--- src/rtl/pga_spi_master.sv ---
// pga_spi_master: serial gain-code writer for chip-selected PGAs with per-channel shadow readback
module pga_spi_master #(
  parameter int DATA_W = 8,
  parameter int N_CH = 1,
  parameter int HOLDOFF = 1,
  parameter bit MSB_FIRST = 1'b1,
  parameter logic [DATA_W-1:0] RESET_CODE = '0,
  localparam int CH_W = N_CH > 1 ? $clog2(N_CH) : 1
) (
  input  logic                     sck,
  input  logic                     rst,
  input  logic [DATA_W-1:0]        code_i,
  input  logic [CH_W-1:0]          ch_i,
  input  logic                     bcast_i,
  input  logic                     set_i,
  output logic                     ready_o,
  output logic                     done_o,
  output logic                     err_o,
  output logic [N_CH*DATA_W-1:0]   gain_o,
  output logic [N_CH-1:0]          cs_n,
  output logic                     sdo
);
  localparam int CNT_W = $clog2((DATA_W > HOLDOFF ? DATA_W : HOLDOFF) + 1);
  localparam logic [CH_W:0] N_CH_L = (CH_W + 1)'(N_CH);
  typedef enum logic [1:0] {IDLE, SHIFT, HOLD} state_t;
  state_t state_q, state_d;
  logic [DATA_W-1:0] sreg_q, sreg_d, code_q, code_d;
  logic [N_CH-1:0] mask_q, mask_d;
  logic [CNT_W-1:0] cnt_q, cnt_d;
  logic [N_CH*DATA_W-1:0] gain_q, gain_d;
  logic done_q, done_d, err_q, err_d, acc, bad;
  assign ready_o = state_q == IDLE && !rst;
  assign acc = set_i && ready_o;
  assign bad = !bcast_i && {1'b0, ch_i} >= N_CH_L;
  assign done_o = done_q;
  assign err_o = err_q;
  assign gain_o = gain_q;
  always_comb begin
    state_d = state_q;
    sreg_d = sreg_q;
    code_d = code_q;
    mask_d = mask_q;
    cnt_d = cnt_q;
    gain_d = gain_q;
    done_d = 1'b0;
    err_d = 1'b0;
    if (state_q == IDLE) begin
      err_d = acc && bad;
      if (acc && !bad) begin
        state_d = SHIFT;
        sreg_d = code_i;
        code_d = code_i;
        mask_d = bcast_i ? '1 : N_CH'(1) << ch_i;
        cnt_d = '0;
      end
    end else if (state_q == SHIFT) begin
      sreg_d = MSB_FIRST ? sreg_q << 1 : sreg_q >> 1;
      cnt_d = cnt_q + 1'b1;
      if (cnt_q == CNT_W'(DATA_W - 1)) begin
        state_d = HOLD;
        cnt_d = '0;
        done_d = 1'b1;
        for (int k = 0; k < N_CH; k++)
          gain_d[k*DATA_W +: DATA_W] = mask_q[k] ? code_q : gain_q[k*DATA_W +: DATA_W];
      end
    end else begin
      cnt_d = cnt_q + 1'b1;
      state_d = cnt_q == CNT_W'(HOLDOFF - 1) ? IDLE : HOLD;
    end
  end
  always_ff @(posedge sck) begin
    if (rst) begin
      state_q <= IDLE;
      sreg_q <= '0;
      code_q <= '0;
      mask_q <= '0;
      cnt_q <= '0;
      gain_q <= {N_CH{RESET_CODE}};
      done_q <= 1'b0;
      err_q <= 1'b0;
    end else begin
      state_q <= state_d;
      sreg_q <= sreg_d;
      code_q <= code_d;
      mask_q <= mask_d;
      cnt_q <= cnt_d;
      gain_q <= gain_d;
      done_q <= done_d;
      err_q <= err_d;
    end
  end
  always_ff @(negedge sck) begin
    cs_n <= rst || state_q != SHIFT ? '1 : ~mask_q;
    sdo <= !rst && state_q == SHIFT && (MSB_FIRST ? sreg_q[DATA_W-1] : sreg_q[0]);
  end
endmodule

--- config.mk ---
export PLATFORM = sky130hd
export DESIGN_NAME = pga_spi_master
export DESIGN_NICKNAME = d
export VERILOG_FILES = /design/src/rtl/pga_spi_master.sv
export SDC_FILE = /design/constraint.sdc
export NUM_CORES = 1
export LEC_CHECK = 0
export CELL_PAD_IN_SITES_DETAIL_PLACEMENT = 0
export CELL_PAD_IN_SITES_GLOBAL_PLACEMENT = 1
export CORE_ASPECT_RATIO = 0.75
export CORE_MARGIN = 2
export CORE_UTILIZATION = 44
export CTS_BUF_LIST = sky130_fd_sc_hd__clkbuf_4 sky130_fd_sc_hd__clkbuf_8
export DETAILED_ROUTE_END_ITERATION = 16
export DONT_BUFFER_PORTS = 1
export GPL_ROUTABILITY_DRIVEN = 0
export PLACE_DENSITY_LB_ADDON = 0.1
export SLEW_MARGIN = 15
export SYNTH_ARGS = -nofsm -noshare
export SYNTH_HDL_FRONTEND = slang
export SYNTH_SLANG_ARGS = --single-unit
--- constraint.sdc ---
create_clock -name sck -period 1.52 [get_ports sck]
set_input_delay 0.304 -clock sck [delete_from_list [all_inputs] [get_ports sck]]
set_output_delay 0.304 -clock sck [all_outputs]
set_load 0.05 [all_outputs]
==> results.py <==
metrics = {
    "timing": {
        "fin_ws_ps": -312,
        "timing.slew.headroom_pct": 65.0,
        "hold_ws_ps": 84.1,
        "rsz0062_at_grt": "yes",
        "slew_violations": 0,
        "clock_skew_ps": 60.8,
        "final-setup-viol-count": 3,
        "hold_viol": 0,
        "worst_pin_slew_ps": 524,
    },
    "synth": {
        "yosys-top-cells-area": "dfxtp_1 (49%), mux2i_1 (16%), a21oi_1 (5.6%), nor2_1 (4.5%), or3_1 (3.5%)",
        "synth_seq_area_share_pct": 49.4,
        "synthDistinctLibCells": 27,
        "syn_area_sq_mm": 0.00142,
        "synth_most_common_cell": "dfxtp_1",
        "syn_avg_cell_area_sq_um": 9.27,
        "synth_top_area_cell": "dfxtp_1",
        "synthesis.nets": 168,
        "ys.flop_type": "dfxtp_1",
        "yosys-top-cells-count": "dfxtp_1 (35), mux2i_1 (22), nor2_1 (17)",
        "yosysWarnings": 0,
        "synth_edf_count": 0,
        "ys_ff_latch": 35,
        "ys_async_sr_fraction_pct": 0,
        "yosysTopAreaCellShare_pct": 49.4,
        "synthesis.instances": 153,
    },
    "global_routing": {
        "grt_overflow": 0,
        "antenna_found_initial": 0,
        "grt_usage_pct": 17.8,
        "grt_max_degree": 35,
        "grt_pass1_wl_um": 4950,
        "grt_pass1_vias": 1030,
    },
    "detailed_routing": {
        "drt-initial-drc-count": 29,
        "viasPerCell": 5.35,
        "ant_nets": 0,
        "num_vias": 1112,
        "dr.pass1.iters": 4,
        "route.detailed.drc": 0,
        "wl_um": 3000,
        "wl_per_cell_um": 14.4,
    },
    "die": {
        "fp.dieArea_sq_mm": 0.00370,
        "core_sq_mm": 0.00300,
        "rows": 17,
        "die_h_um": 53.2,
        "die_w_um": 69.5,
        "initial_utilization_pct": 47.3,
        "ios": 26,
    },
    "clock_network": {
        "clock_latency_ps": 340,
        "cts_tree": "yes",
        "cts_hold_buf": 0,
        "ctsRootBufferMaster": "clkbuf_8",
        "htree_levels": 2,
        "cts.sinks": 35,
        "cts_buffers": 5,
        "path_clk_slew_ps": 70,
        "cts_buffer_depth": 2,
    },
    "critical_path": {
        "criticalPathCategory": "flip-flop to primary output",
        "timing.rr.start": "state_q[0]",
        "endpoint_kind": "primary output",
        "r2r-end": "sdo",
        "required_ps": 1220,
        "crit_fanout": 1,
        "ff2ff_path_depth": 3,
        "cp.arrival_ps": 1530,
        "r2r_setup_slack_ps": 30,
        "critPathLaunchType": "flip-flop",
    },
    "final_layout": {
        "n_fill_cell": 272,
        "area_growth_pct": 25.7,
        "num-nets-final": 184,
        "antenna_cells": 0,
        "final_core_util_pct": 59.4,
        "drive_gt1_share_pct": 24.7,
    },
    "hold_path": {
        "hold_path_class": "input pin to flip-flop",
        "hold-path-endpoint": "code_q[0]",
        "worstHoldStart": "rst",
        "worstHoldPathCells": 1,
    },
    "status": {
        "status": "complete, but fails checks",
        "violations": "setup timing",
    },
    "flow_run": {
        "drv_cap": 0,
    },
    "place": {
        "port_buffers": 0,
        "hpwl_um": 1960,
    },
    "pwr": {
        "ir_worst_vdd_mv": 0.687,
        "p_leak_nw": 0.733,
        "power_density_mw_per_mm2": 1190,
    },
}
==> registers in the layout (all words and copies together), names as in the netlist <==
signal,count
gain_o,8
mask_q,1
sreg_q,8
code_q,8
done_o,1
cs_n,1
state_q,2
sdo,1
cnt_q,4
err_o,1
==> placed cells by master, fill, tap and decap left out, types with 2 or more instances in the layout <==
cell type | synthesis | routed
a21oi_1 | 16 | 13
a21oi_2 | 0 | 3
a31oi_1 | 2 | 2
buf_12 | 0 | 2
buf_4 | 1 | 13
buf_6 | 0 | 2
clkbuf_8 | 0 | 5
dfxtp_1 | 35 | 29
dfxtp_4 | 0 | 5
inv_1 | 5 | 6
mux2i_1 | 22 | 22
nand2_1 | 8 | 8
nand3_1 | 5 | 5
nor2_1 | 17 | 16
nor2_4 | 0 | 2
nor3_1 | 3 | 2
o21ai_0 | 9 | 9
or3_1 | 8 | 8
==> layer usage <==
metal | routed length [um] | vias to the layer above | track usage [%]
li1 | - | 556 | -
met1 | 1450 | 519 | 22.4
met2 | 1320 | 32 | 27.9
met3 | 180 | 5 | 5.71
met4 | 46 | 0 | 8.82
met5 | 0 | - | 0
==> per-stage QoR <==
stage	power [mW]	instance area [sq um]	TNS (ps)	std cells	setup WS [ps]
floorplan	1.17	1470	-76.8	153	-40.7
global placement	1.21	1570	-6.13	193	-3.20
detailed placement	1.22	1570	-166	193	-47.8
CTS	2.14	1730	-692	204	-326
global route	2.23	1780	-1060	208	-330
finish	2.12	1780	-637	208	-312
==> where the power goes <==
group | switching, mW | internal [mW] | total [mW]
combinational | 0.116 | 0.117 | 0.233
clock | 0.336 | 0.572 | 0.907
sequential | 0.0289 | 0.951 | 0.980
==> worst max-delay path by stage <==
stage          startpoint   endpoint  slack, ps  cells past startpoint
6_report             cs_n       cs_n       -310                      0
2_1_floorplan  state_q[1]        sdo        -40                      3
4_1_cts               sdo        sdo       -330                      0
3_5_place_dp      bcast_i  sreg_q[5]        -50                      4
3_3_place_gp         cs_n       cs_n         -3                      0
5_1_grt              cs_n       cs_n       -330                      0
==> what timing repair did <==
| item | CTS | global route |
|---|---|---|
| endpoints found under the setup margin | 4 | 22 |
| pin swaps | 2 | 3 |
| buffers inserted | 2 | 4 |
| resized for setup | 6 | 6 |
==> logic make-up after synthesis <==
kind of cell | Yosys count | share of synthesized area [%]
buffers and inverters | 15 | 4.32
and+or+nand+nor | 51 | 18.7
AOI/OAI and AO/OA | 28 | 10.2
adders and majority gates | 2 | 1.76
muxes | 22 | 15.5
DFF | 35 | 49.4
==> layout make-up <==
class	instances	area, sq um	area share (%)
sequential	35	721	40.4
inverter	5	18.8	1.05
timing repair buffer	17	160	8.99
clock inverter	5	60.1	3.37
tap	38	47.5	2.67
multi-input combinational	103	706	39.6
clock buffer	5	68.8	3.86
Power figures use the tool's default switching activity.
